[config.mk]
export PLATFORM = sky130hd
export DESIGN_NAME = mem_loader
export DESIGN_NICKNAME = d
export VERILOG_FILES = /design/src/rtl/mem_loader_pkg.sv /design/src/rtl/mem_loader_byte_packer.sv /design/src/rtl/mem_loader.sv
export SDC_FILE = /design/constraint.sdc
export NUM_CORES = 1
export LEC_CHECK = 0
export CAP_MARGIN = 20
export CORE_MARGIN = 8
export CORE_UTILIZATION = 30
export CTS_CLUSTER_DIAMETER = 80
export DETAILED_ROUTE_END_ITERATION = 7
export GPL_TIMING_DRIVEN = 0
export PLACE_DENSITY = 0.55
export SLEW_MARGIN = 40
export SYNTH_ARGS = -nofsm -noshare
export SYNTH_HDL_FRONTEND = slang
export SYNTH_SLANG_ARGS = --single-unit
[constraint.sdc]
create_clock -name clk -period 5.71 [get_ports clk]
set_input_delay 1.713 -clock clk [delete_from_list [all_inputs] [get_ports clk]]
set_output_delay 1.713 -clock clk [all_outputs]
set_load 0.02 [all_outputs]
[src/rtl/mem_loader_pkg.sv]
// mem_loader_pkg
//   Shared definitions for the boot-time program loader: loader state
//   encoding, frame constants and the image-size check used on the header.
package mem_loader_pkg;

  localparam int CNT_WIDTH      = 16;
  localparam int BYTES_PER_WORD = 4;

  typedef enum logic [2:0] {
    HDR_HI = 3'd0,
    HDR_LO = 3'd1,
    DATA   = 3'd2,
    CHK    = 3'd3,
    DONE   = 3'd4,
    ERR    = 3'd5
  } state_e;

  // True when an image of n words fits a memory of 2**aw words.
  // Memories of 2**CNT_WIDTH words or more can hold any count the header
  // can express, so the comparison is skipped there.
  function automatic logic count_fits(input logic [CNT_WIDTH-1:0] n,
                                      input int unsigned          aw);
    logic [CNT_WIDTH:0] cap;
    if (aw >= CNT_WIDTH) return 1'b1;
    cap = (CNT_WIDTH+1)'(1) << aw;
    return ({1'b0, n} <= cap);
  endfunction

endpackage

[src/rtl/mem_loader_byte_packer.sv]
// byte_packer
//   Collects payload bytes into 32-bit big-endian words. The first byte of
//   a word lands in bits 31:24, the fourth in bits 7:0.
//
//   Ports:
//     clk, reset   clock, asynchronous active-high reset
//     clear        drop any partial word and restart at byte 0
//     byte_valid   a payload byte is accepted this cycle
//     byte_data    the accepted byte
//     word_valid   combinational: this cycle's byte completes a word
//     word_data    the completed word (valid with word_valid)
module byte_packer
  import mem_loader_pkg::*;
(
  input  logic        clk,
  input  logic        reset,
  input  logic        clear,
  input  logic        byte_valid,
  input  logic [7:0]  byte_data,
  output logic        word_valid,
  output logic [31:0] word_data
);

  // Only the first three bytes of a word need storage: the fourth is taken
  // straight from the input so the word is complete in its accept cycle and
  // the top level can register the write without a stall.
  logic [23:0] shift_q, shift_d;
  logic [1:0]  idx_q, idx_d;

  always_comb begin
    shift_d = shift_q;
    idx_d   = idx_q;
    if (clear) begin
      shift_d = '0;
      idx_d   = '0;
    end else if (byte_valid) begin
      shift_d = {shift_q[15:0], byte_data};
      idx_d   = idx_q + 2'd1;
    end
  end

  assign word_valid = byte_valid && !clear &&
                      (idx_q == 2'(BYTES_PER_WORD - 1));
  assign word_data  = {shift_q, byte_data};

  always_ff @(posedge clk or posedge reset) begin
    if (reset) begin
      shift_q <= '0;
      idx_q   <= '0;
    end else begin
      shift_q <= shift_d;
      idx_q   <= idx_d;
    end
  end

endmodule

[src/rtl/mem_loader.sv]
// mem_loader
//   Boot-time program loader for the single-cycle MIPS CPU. Receives a
//   framed byte stream (16-bit big-endian word count, 4*N payload bytes,
//   XOR checksum), writes the packed words to memory from word 0 upward and
//   keeps the CPU in reset until a checksum-verified image is in place.
//
//   Ports:
//     clk, reset   clock, asynchronous active-high reset
//     in_data      stream byte
//     in_valid     in_data valid; a byte moves when in_valid && in_ready
//     in_ready     loader can take a byte (decoded from the state register)
//     reload       request a new image; only acted on in DONE or ERR
//     mem_we       one-cycle write strobe
//     mem_addr     word address of the write (held until the next write)
//     mem_wdata    write data (held until the next write)
//     cpu_hold     CPU reset hold, released only by a good image
//     done         image loaded and checksum correct
//     error        framing or checksum failure, sticky until reload/reset
module mem_loader
  import mem_loader_pkg::*;
#(
  parameter int ADDR_WIDTH = 10
) (
  input  logic                  clk,
  input  logic                  reset,
  input  logic [7:0]            in_data,
  input  logic                  in_valid,
  output logic                  in_ready,
  input  logic                  reload,
  output logic                  mem_we,
  output logic [ADDR_WIDTH-1:0] mem_addr,
  output logic [31:0]           mem_wdata,
  output logic                  cpu_hold,
  output logic                  done,
  output logic                  error
);

  state_e                state_q, state_d;
  logic [7:0]            cnt_hi_q, cnt_hi_d;
  logic [CNT_WIDTH-1:0]  words_left_q, words_left_d;
  logic [7:0]            xor_q, xor_d;
  logic [ADDR_WIDTH-1:0] wr_addr_q, wr_addr_d;
  logic [ADDR_WIDTH-1:0] mem_addr_q, mem_addr_d;
  logic [31:0]           mem_wdata_q, mem_wdata_d;
  logic                  mem_we_q, mem_we_d;
  logic                  cpu_hold_q, cpu_hold_d;
  logic                  done_q, done_d;
  logic                  error_q, error_d;

  logic                  accept;
  logic                  restart;
  logic                  pack_valid;
  logic                  word_valid;
  logic [31:0]           word_data;
  logic [CNT_WIDTH-1:0]  hdr_count;

  assign in_ready   = (state_q == HDR_HI) || (state_q == HDR_LO) ||
                      (state_q == DATA)   || (state_q == CHK);
  assign accept     = in_valid && in_ready;
  assign restart    = reload && ((state_q == DONE) || (state_q == ERR));
  assign pack_valid = accept && (state_q == DATA);
  // Full count as it becomes known in the CNT_LO cycle.
  assign hdr_count  = {cnt_hi_q, in_data};

  byte_packer u_packer (
    .clk        (clk),
    .reset      (reset),
    .clear      (restart),
    .byte_valid (pack_valid),
    .byte_data  (in_data),
    .word_valid (word_valid),
    .word_data  (word_data)
  );

  always_comb begin
    state_d      = state_q;
    cnt_hi_d     = cnt_hi_q;
    words_left_d = words_left_q;
    xor_d        = xor_q;
    wr_addr_d    = wr_addr_q;
    mem_addr_d   = mem_addr_q;
    mem_wdata_d  = mem_wdata_q;
    mem_we_d     = 1'b0;
    cpu_hold_d   = cpu_hold_q;
    done_d       = done_q;
    error_d      = error_q;

    unique case (state_q)
      HDR_HI: begin
        if (accept) begin
          cnt_hi_d = in_data;
          state_d  = HDR_LO;
        end
      end

      HDR_LO: begin
        if (accept) begin
          words_left_d = hdr_count;
          if (!count_fits(hdr_count, ADDR_WIDTH)) begin
            state_d = ERR;
            error_d = 1'b1;
          end else if (hdr_count == '0) begin
            state_d = CHK;
          end else begin
            state_d = DATA;
          end
        end
      end

      DATA: begin
        if (accept) begin
          xor_d = xor_q ^ in_data;
          if (word_valid) begin
            mem_we_d     = 1'b1;
            mem_addr_d   = wr_addr_q;
            mem_wdata_d  = word_data;
            wr_addr_d    = wr_addr_q + 1'b1;
            words_left_d = words_left_q - 1'b1;
            if (words_left_q == CNT_WIDTH'(1)) state_d = CHK;
          end
        end
      end

      CHK: begin
        if (accept) begin
          if (in_data == xor_q) begin
            state_d    = DONE;
            done_d     = 1'b1;
            cpu_hold_d = 1'b0;
          end else begin
            state_d = ERR;
            error_d = 1'b1;
          end
        end
      end

      DONE, ERR: begin
        // mem_addr/mem_wdata keep the last write; everything that tracks
        // frame progress starts over.
        if (restart) begin
          state_d      = HDR_HI;
          done_d       = 1'b0;
          error_d      = 1'b0;
          cpu_hold_d   = 1'b1;
          xor_d        = '0;
          wr_addr_d    = '0;
          words_left_d = '0;
          cnt_hi_d     = '0;
        end
      end

      default: state_d = HDR_HI;
    endcase
  end

  // Stage boundary: accepted byte -> registered state and write port
  always_ff @(posedge clk or posedge reset) begin
    if (reset) begin
      state_q      <= HDR_HI;
      cnt_hi_q     <= '0;
      words_left_q <= '0;
      xor_q        <= '0;
      wr_addr_q    <= '0;
      mem_addr_q   <= '0;
      mem_wdata_q  <= '0;
      mem_we_q     <= 1'b0;
      cpu_hold_q   <= 1'b1;
      done_q       <= 1'b0;
      error_q      <= 1'b0;
    end else begin
      state_q      <= state_d;
      cnt_hi_q     <= cnt_hi_d;
      words_left_q <= words_left_d;
      xor_q        <= xor_d;
      wr_addr_q    <= wr_addr_d;
      mem_addr_q   <= mem_addr_d;
      mem_wdata_q  <= mem_wdata_d;
      mem_we_q     <= mem_we_d;
      cpu_hold_q   <= cpu_hold_d;
      done_q       <= done_d;
      error_q      <= error_d;
    end
  end

  assign mem_we    = mem_we_q;
  assign mem_addr  = mem_addr_q;
  assign mem_wdata = mem_wdata_q;
  assign cpu_hold  = cpu_hold_q;
  assign done      = done_q;
  assign error     = error_q;

endmodule

==> results of run 1 <==
[power by group through the flow]
stage | Clock (µW) | Combinational, µW | Sequential (µW)
3_5_place_dp | 0 | 793 | 1220
6_report | 1070 | 798 | 1210
2_1_floorplan | 0 | 579 | 1170
3_3_place_gp | 0 | 774 | 1200
4_1_cts | 1100 | 797 | 1210
5_1_grt | 1130 | 899 | 1240
[kinds of logic (layout without fill, tap and decap cells)]
| group | after synthesis | after routing | share of synthesized area, % |
|---|---|---|---|
| compound gates | 101 | 101 | 11.8 |
| xor+xnor | 15 | 15 | 2.46 |
| fa+ha+maj | 4 | 4 | 0.939 |
| buf+inv | 49 | 133 | 4.15 |
| flops | 117 | 117 | 54.9 |
| simple gates | 308 | 308 | 25.7 |
[worst min-delay path, cell delays in order, from the launching register on]
cell	delay, ps
dfrtp_1	340
nand2_1	50
nand2_1	50
[layout make-up]
class                           count  area (µm²)  area share (%)
Buffer                             39         184            2.72
Clock buffer                       20         447            6.60
Clock inverter                     12         153            2.26
Inverter                           10        45.0           0.666
Multi-Input combinational cell    428        2190            32.3
Sequential cell                   117        2930            43.3
Tap cell                          225         282            4.16
Timing Repair Buffer               52         538            7.95
[how the worst max path moves through the flow]
stage                    start      endpoint  slack (ps)  cells past startpoint
floorplan                reset   cnt_hi_q[0]         900                      1
detailed placement      reload  wr_addr_q[9]        1910                      7
CTS                 state_q[2]      in_ready        2200                      3
global placement         reset   cnt_hi_q[4]        -850                      2
finish              state_q[2]      in_ready        2210                      3
global route        state_q[2]      in_ready        2150                      3
[through the flow]
stage	cells	setup slack (ps)	total power (µW)
6_report	903	2210	3080
5_1_grt	903	2150	3270
4_1_cts	903	2200	3100
3_5_place_dp	871	1910	2010
3_3_place_gp	870	-851	1980
2_1_floorplan	594	898	1750
[routing by layer]
| metal | vias to the layer above | part of all wire (%) | track usage, % |
|---|---|---|---|
| met2 | 129 | 46 | 20.9 |
| met4 | 0 | 1.9 | 5.45 |
| met1 | 2120 | 46 | 17.4 |
| met3 | 18 | 5.9 | 3.64 |
| li1 | 2158 | - | - |
| met5 | - | 0 | 0 |
[synthesized netlist by cell type (2+ instances only)]
cell and count:
a21oi_1 21, a22o_1 5, a22oi_1 2, a311oi_1 2, a31oi_1 9, a32oi_1 3, and3_1 3, and3_2 2
buf_2 7, buf_4 2, clkbuf_1 27, dfrtp_1 116, ha_1 4, inv_1 9, nand2_1 207, nand3_1 26
nand4_1 5, nor2_1 22, nor2b_1 4, nor3_1 11, nor3b_1 2, nor3b_2 2, nor4_1 6, o21a_1 3
o21ai_0 22, o21ai_1 18, o22ai_1 2, o2bb2ai_1 5, o31ai_1 2, or3_1 6, xnor2_1 11, xor2_1 4
[registers in the layout (all words and copies together) (netlist names), 3 cells and up]
register          cells
cnt_hi_q              8
mem_addr             10
mem_wdata            32
state_q               3
u_packer.shift_q     24
words_left_q         16
wr_addr_q            10
xor_q                 8
==> results.yml, run 1 <==
final_layout:
  drive_gt1_share_pct: 8.55
  finalNetCount: 681
  final_core_util_pct: 39.0
  layout_common_cells: "nand2_1 (207), dfrtp_1 (116), clkdlybuf4s50_1 (51)"
  num_antenna_cells: 0
  nFillCells: 1752
  final_cell_area_um2: 6760
  area_growth_pct: 26.9
  mostFrequentLayoutCell: "nand2_1"
synthesis:
  ys.flop_type: "dfrtp_1"
  async_flop_share_pct: 100
  mappedNetlistArea_um2: 5330
  syn_nets: 610
  synth_edf_count: 0
  synth_area_per_cell_um2: 8.98
  synth-seq-area-share_pct: 54.9
  synth_cell_types: 56
  syn_inst: 594
  synth_warnings: 0
  synth_top_area_share_pct: 54.4
  ys_ff_latch: 117
  synth.area.top_cells: "dfrtp_1 (54%), nand2_1 (15%), nand3_1 (2.4%)"
  synth_largest_area_cell: "dfrtp_1"
clock_network:
  cts_setup_buffers: 0
  cts_buffer_depth: 2
  cts_sinks: 117
  cts_hold_buf: 0
  cts_max_level: 4
  clockRootBuffer: "clkbuf_16"
  cts_tree: "done"
  clk_pin_slew_ps: 60
  numCtsBuffers: 17
  insertion_delay_ps: 410
  cts_resized: 0
status:
  status: "completed"
hold_path:
  min-delay-start: "mem_wdata[25]"
  hold_path_class: "reg2reg"
  hold_end: "mem_wdata[25]"
  holdPathStages: 2
global_route:
  first_global_vias: 4472
  grt_max_degree: 80
  grt_pass1_wl_mm: 23.7
  grt_use_total_pct: 13.4
  overflow: 0
  antenna_found_initial: 0
power:
  seqPwrFrac_pct: 39.2
  ir_drop_v: 0.000270
  internal-power_uw: 2020
  comb_power_share_pct: 25.9
  leakage_uw: 0.00319
  power_switching_uw: 1060
  powerDensity_nw_per_um2: 455
  clkPwrFrac_pct: 34.9
  power_switching_share_pct: 34.3
worst_setup_path:
  cp-end-kind: "primary output"
  reg2reg_depth: 8
  r2r_start: "state_q[2]"
  cpLargestDelayFamily: "buffers and inverters"
  crit_fanout: 10
  slowest_delay_ps: 640
  cp.buffers_inverters: 3
  setup.worst_path.class: "reg2out"
  crit_chain: "buf_4 > inv_1 > clkdlybuf4s50_1"
  ff2ff_setup_slack_ps: 3370
  cpMaxStageDelayCell: "clkdlybuf4s50_1"
  cp-start-kind: "register"
  r2r-end: "mem_wdata[23]"
  worstPathArrival_ps: 1780
  critPathRequiredTime_ps: 4000
place:
  placed_area_um2: 6160
  dp_hpwl_mm: 10.2
  gp_congestion: 0.889
  io_buffers: 51
drt:
  drt_iter0_markers: 345
  vias_per_cell: 4.90
  routed_wl_mm: 14.3
  drc: 0
  wl_per_cell_um: 15.9
  dr.pass1.iters: 5
  ant_nets: 0
  vias: 4425
timing:
  fin_crit_ps: 3500
  slew_violations: 0
  skew_ps: 9.01
  worst_pin_slew_ps: 676
  setup_violations: 0
  setup_tns_ps: 0
  clock.fmax_mhz: 286
  relSlewSlack_pct: 54.8
  hold_viol: 0
  hold_ws_ps: 467
  grt_setup_unrepaired: "false"
  fin_crit_sh_pct: 61.2
floorplanning:
  coreArea_um2: 17400
  dieArea_um2: 22300
  start_util_pct: 30.7
  ioPinCount: 59
  die_y_um: 149
  rows: 48
  die_w_um: 149
run:
  drv_cap: 0
No activity file was read; power rests on OpenSTA's default activity.
==> run 2, diff against run 1 <==
==> constraint.sdc (replaced) <==
create_clock -name clk -period 3.5 [get_ports clk]
set_input_delay 1.05 -clock clk [delete_from_list [all_inputs] [get_ports clk]]
set_output_delay 1.05 -clock clk [all_outputs]
set_load 0.02 [all_outputs]
==> results.yml, run 2 (same netlist as run 1, synthesis figures left out) <==
worst_setup_path:
  critPathRequiredTime_ps: 2450
  setup.worst_path.class: "reg2out"
  cp-startpoint: "state_q[2]"
  ff2ff_setup_slack_ps: 1210
  cp.buffers_inverters: 3
  cp-end-kind: "primary output"
  slowest_delay_ps: 640
  worstPathArrival_ps: 1760
  r2r_start: "state_q[2]"
  crit_fanout: 10
  cpMaxStageDelayCell: "clkdlybuf4s50_1"
  cp-start-kind: "register"
  crit_chain: "buf_4 > inv_1 > clkdlybuf4s50_1"
  cpLargestDelayFamily: "buffers and inverters"
clock_network:
  cts_resized: 0
  cts_setup_buffers: 0
  cts_hold_buf: 0
  cts_max_level: 4
  cts_buffer_depth: 2
  insertion_delay_ps: 420
  cts_sinks: 117
  clockRootBuffer: "clkbuf_16"
  clk_pin_slew_ps: 50
  cts_tree: "done"
  numCtsBuffers: 17
floorplanning:
  die_y_um: 149
  ioPinCount: 59
  dieArea_um2: 22300
  die_w_um: 149
  coreArea_um2: 17400
  start_util_pct: 30.7
  rows: 48
place:
  preCtsSetupSlack_ps: 352
  gp_congestion: 0.871
  io_buffers: 51
  dp_hpwl_mm: 10.5
timing:
  layout_setup_ws_ps: 694
  skew_ps: 16.1
  fin_crit_sh_pct: 80.2
  grt_setup_unrepaired: "false"
  hold_ws_ps: 468
  relSlewSlack_pct: 57.9
  worst_pin_slew_ps: 626
  slew_violations: 0
  fin_crit_ps: 2810
  hold_viol: 0
  clock.fmax_mhz: 356
  setup_violations: 0
final_layout:
  num_antenna_cells: 0
  mostFrequentLayoutCell: "nand2_1"
  drive_gt1_share_pct: 8.96
  layout_common_cells: "nand2_1 (207), dfrtp_1 (116), clkdlybuf4s50_1 (51)"
  area_growth_pct: 29.4
  largest_reg_flops: 32
  finalNetCount: 685
global_route:
  overflow: 0
  antenna_found_initial: 0
  grt_max_degree: 26
  grt_pass1_wl_mm: 24.1
  first_global_vias: 4436
  grt_use_total_pct: 13.8
drt:
  drc: 0
  vias_per_cell: 4.95
  routed_wl_mm: 14.7
  dr.pass1.iters: 7
  vias: 4489
  ant_nets: 0
  wl_per_cell_um: 16.2
  drt_iter0_markers: 413
power:
  leakage_uw: 0.00326
  powerDensity_nw_per_um2: 753
  ir_drop_v: 0.000330
run:
  drv_cap: 0
hold_path:
  min-delay-start: "u_packer.shift_q[19]"
  hold_path_class: "reg2reg"
status:
  status: "completed"
## run 2: cell types whose count changed in the layout (fill, tap and decap cells not counted), sizes merged
cell / change
clkinvlp: -3
buf: +4
clkbuf: +2
inv: -2
bufinv: +2
## run 2: layout make-up
type / instances / area (µm²)
clock buffer: 22 / 474
tap: 225 / 282
clock inverter: 9 / 174
inverter: 10 / 41.3
multi-input combinational: 428 / 2190
timing repair buffer: 56 / 626
sequential: 117 / 2930
fill: 1697 / 10500
buffer: 39 / 184
## run 2: layer usage
layer	wire, µm	part of all wire [%]	track usage (%)	up-vias
met2	7000	48	22.1	124
met3	677	4.6	3.79	20
met4	221	1.5	5.00	0
met5	0	0	0	-
met1	6770	46	17.6	2188
li1	-	-	-	2157
## run 2: worst reg2reg max path, delay by kind of cell, from the launching register on
family	cells	cell delay, ps
buf+inv	2	440
simple gates	2	710
flops	1	360
compound gates	3	650
## run 2: final timing paths
path,endpoint,depth (start not counted)
worst min-delay path,mem_wdata[27],2
max in group asynchronous,mem_wdata[10],5
worst min register to register,mem_wdata[27],2
worst max register to register,words_left_q[6],7
min in group asynchronous,mem_addr[9],2
worst max-delay path,in_ready,3
## run 2: power by group
part	total, µW	internal [µW]	switching (µW)
sequential	1970	1660	311
combinational	1310	515	797
clock	1910	1310	600
total	5190	3490	1710
## run 2: through the flow
stage | cell area [µm²] | cells | utilization (%) | TNS, ps | total power, µW
floorplan | 5340 | 594 | - | 0 | 2850
global placement | 6130 | 870 | 35.3 | -13260 | 3240
detailed placement | 6250 | 875 | 36.0 | 0 | 3290
CTS | 6900 | 906 | 39.7 | 0 | 5230
global route | 6900 | 906 | 39.7 | 0 | 5510
finish | 6900 | 906 | 39.7 | 0 | 5190
==> run 3, diff against run 2 <==
==> constraint.sdc (replaced) <==
create_clock -name clk -period 2.6 [get_ports clk]
set_input_delay 0.78 -clock clk [delete_from_list [all_inputs] [get_ports clk]]
set_output_delay 0.78 -clock clk [all_outputs]
set_load 0.02 [all_outputs]
==> results.yml, run 3 (same netlist as run 1, synthesis figures left out) <==
hold_path:
  holdPathStages: 2
  hold_path_class: "reg2reg"
power:
  power_switching_share_pct: 32.9
  internal-power_uw: 4690
  comb_power_share_pct: 25.2
  power_switching_uw: 2300
  leakage_uw: 0.00326
  clkPwrFrac_pct: 36.8
  ir_drop_v: 0.000444
  seqPwrFrac_pct: 37.9
  powerDensity_nw_per_um2: 1010
status:
  status: "completed"
place:
  io_buffers: 51
  gp_congestion: 0.871
  preCtsSetupSlack_ps: -278
  dp_hpwl_mm: 10.5
timing:
  grt_setup_unrepaired: "false"
  skew_ps: 16.1
  relSlewSlack_pct: 57.9
  slew_violations: 0
  fin_crit_ps: 2420
  worst_pin_slew_ps: 627
  clock.fmax_mhz: 414
  setup_tns_ps: 0
  hold_viol: 0
  setup_violations: 0
  layout_setup_ws_ps: 185
  fin_crit_sh_pct: 92.9
worst_setup_path:
  cp-end-kind: "register"
  crit_cells: 6
  cp-start-kind: "input port"
  setup.worst_path.class: "in2reg"
  cpLargestDelayFamily: "simple AND/OR/NAND/NOR gates"
  slowest_delay_ps: 590
  reg2reg_depth: 7
  cpMaxStageDelayCell: "clkdlybuf4s50_1"
  worstPathArrival_ps: 2750
  cp.buffers_inverters: 1
  crit_fanout: 6
  critPathRequiredTime_ps: 2940
  crit_chain: "clkdlybuf4s50_1 > nor4_1 > and3_2 > o21ai_2 > or4b_1 > o21ai_1"
clock_network:
  cts_setup_buffers: 0
  cts_hold_buf: 0
  cts_sinks: 117
  clockRootBuffer: "clkbuf_16"
  cts_tree: "done"
  cts_buffer_depth: 2
  numCtsBuffers: 17
  insertion_delay_ps: 420
  clk_pin_slew_ps: 50
  cts_max_level: 4
  cts_resized: 0
drt:
  vias_per_cell: 4.96
  dr.pass1.iters: 7
  wl_per_cell_um: 16.2
  drt_iter0_markers: 418
  drc: 0
  routed_wl_mm: 14.7
  vias: 4494
  ant_nets: 0
final_layout:
  largest_reg_flops: 32
  drive_gt1_share_pct: 8.96
  finalNetCount: 685
  multiInputGateArea_um2: 2190
  area_growth_pct: 29.4
  layout_common_cells: "nand2_1 (207), dfrtp_1 (116), clkdlybuf4s50_1 (50)"
  num_antenna_cells: 0
  nFillCells: 1697
  seqCellArea_um2: 2930
  mostFrequentLayoutCell: "nand2_1"
floorplanning:
  die_y_um: 149
  start_util_pct: 30.7
  coreArea_um2: 17400
  ioPinCount: 59
  die_w_um: 149
  rows: 48
  dieArea_um2: 22300
global_route:
  grt_max_degree: 26
  grt_use_total_pct: 13.8
  grt_pass1_wl_mm: 24.1
  first_global_vias: 4436
  overflow: 0
  antenna_found_initial: 0
run:
  drv_cap: 0
==> run 3: path summary, 6_finish.rpt <==
kind | to | slack [ps] | from
max | state_q[1] | 180 | in_data[0]
min | mem_wdata[27] | 470 | u_packer.shift_q[19]
max reg2reg | words_left_q[6] | 320 | state_q[2]
min reg2reg | mem_wdata[27] | 470 | u_packer.shift_q[19]
max in group asynchronous | mem_wdata[10] | 1140 | reset
min in group asynchronous | mem_addr[9] | 660 | reset
==> run 3: cell type report <==
class | count | share of cell area, %
Sequential cell | 117 | 42.5
Multi-Input combinational cell | 428 | 31.7
Timing Repair Buffer | 56 | 9.10
Clock buffer | 22 | 6.87
Tap cell | 225 | 4.08
Buffer | 39 | 2.67
Clock inverter | 9 | 2.52
Inverter | 10 | 0.598
==> run 3: power groups by stage <==
stage               Sequential [µW]  Combinational, µW  Clock, µW
finish                         2650               1770       2570
floorplan                      2570               1270          0
global route                   2720               1990       2710
CTS                            2640               1760       2630
global placement               2650               1710          0
detailed placement             2670               1760          0
==> run 3: per-stage QoR <==
| step | hold WS [ps] | util (%) | std cells | total power, µW | instance area (µm²) |
|---|---|---|---|---|---|
| floorplan | 438 | - | 594 | 3840 | 5340 |
| global placement | 462 | 35.3 | 870 | 4360 | 6130 |
| detailed placement | 461 | 36.0 | 875 | 4430 | 6250 |
| CTS | 476 | 39.7 | 906 | 7040 | 6900 |
| global route | 491 | 39.7 | 906 | 7410 | 6900 |
| finish | 468 | 39.7 | 906 | 6990 | 6900 |
==> run 3: metal layers <==
metal / global-route usage (%) / share of wire (%)
met5: 0 / 0
met4: 5.00 / 1.5
met3: 3.79 / 4.7
met2: 22.1 / 48
met1: 17.6 / 46
==> run 3: worst min-delay path, delay by kind of cell, from the launching register on <==
kind / cells / cell delay, ps
DFF: 1 / 340
and+or+nand+nor: 2 / 100
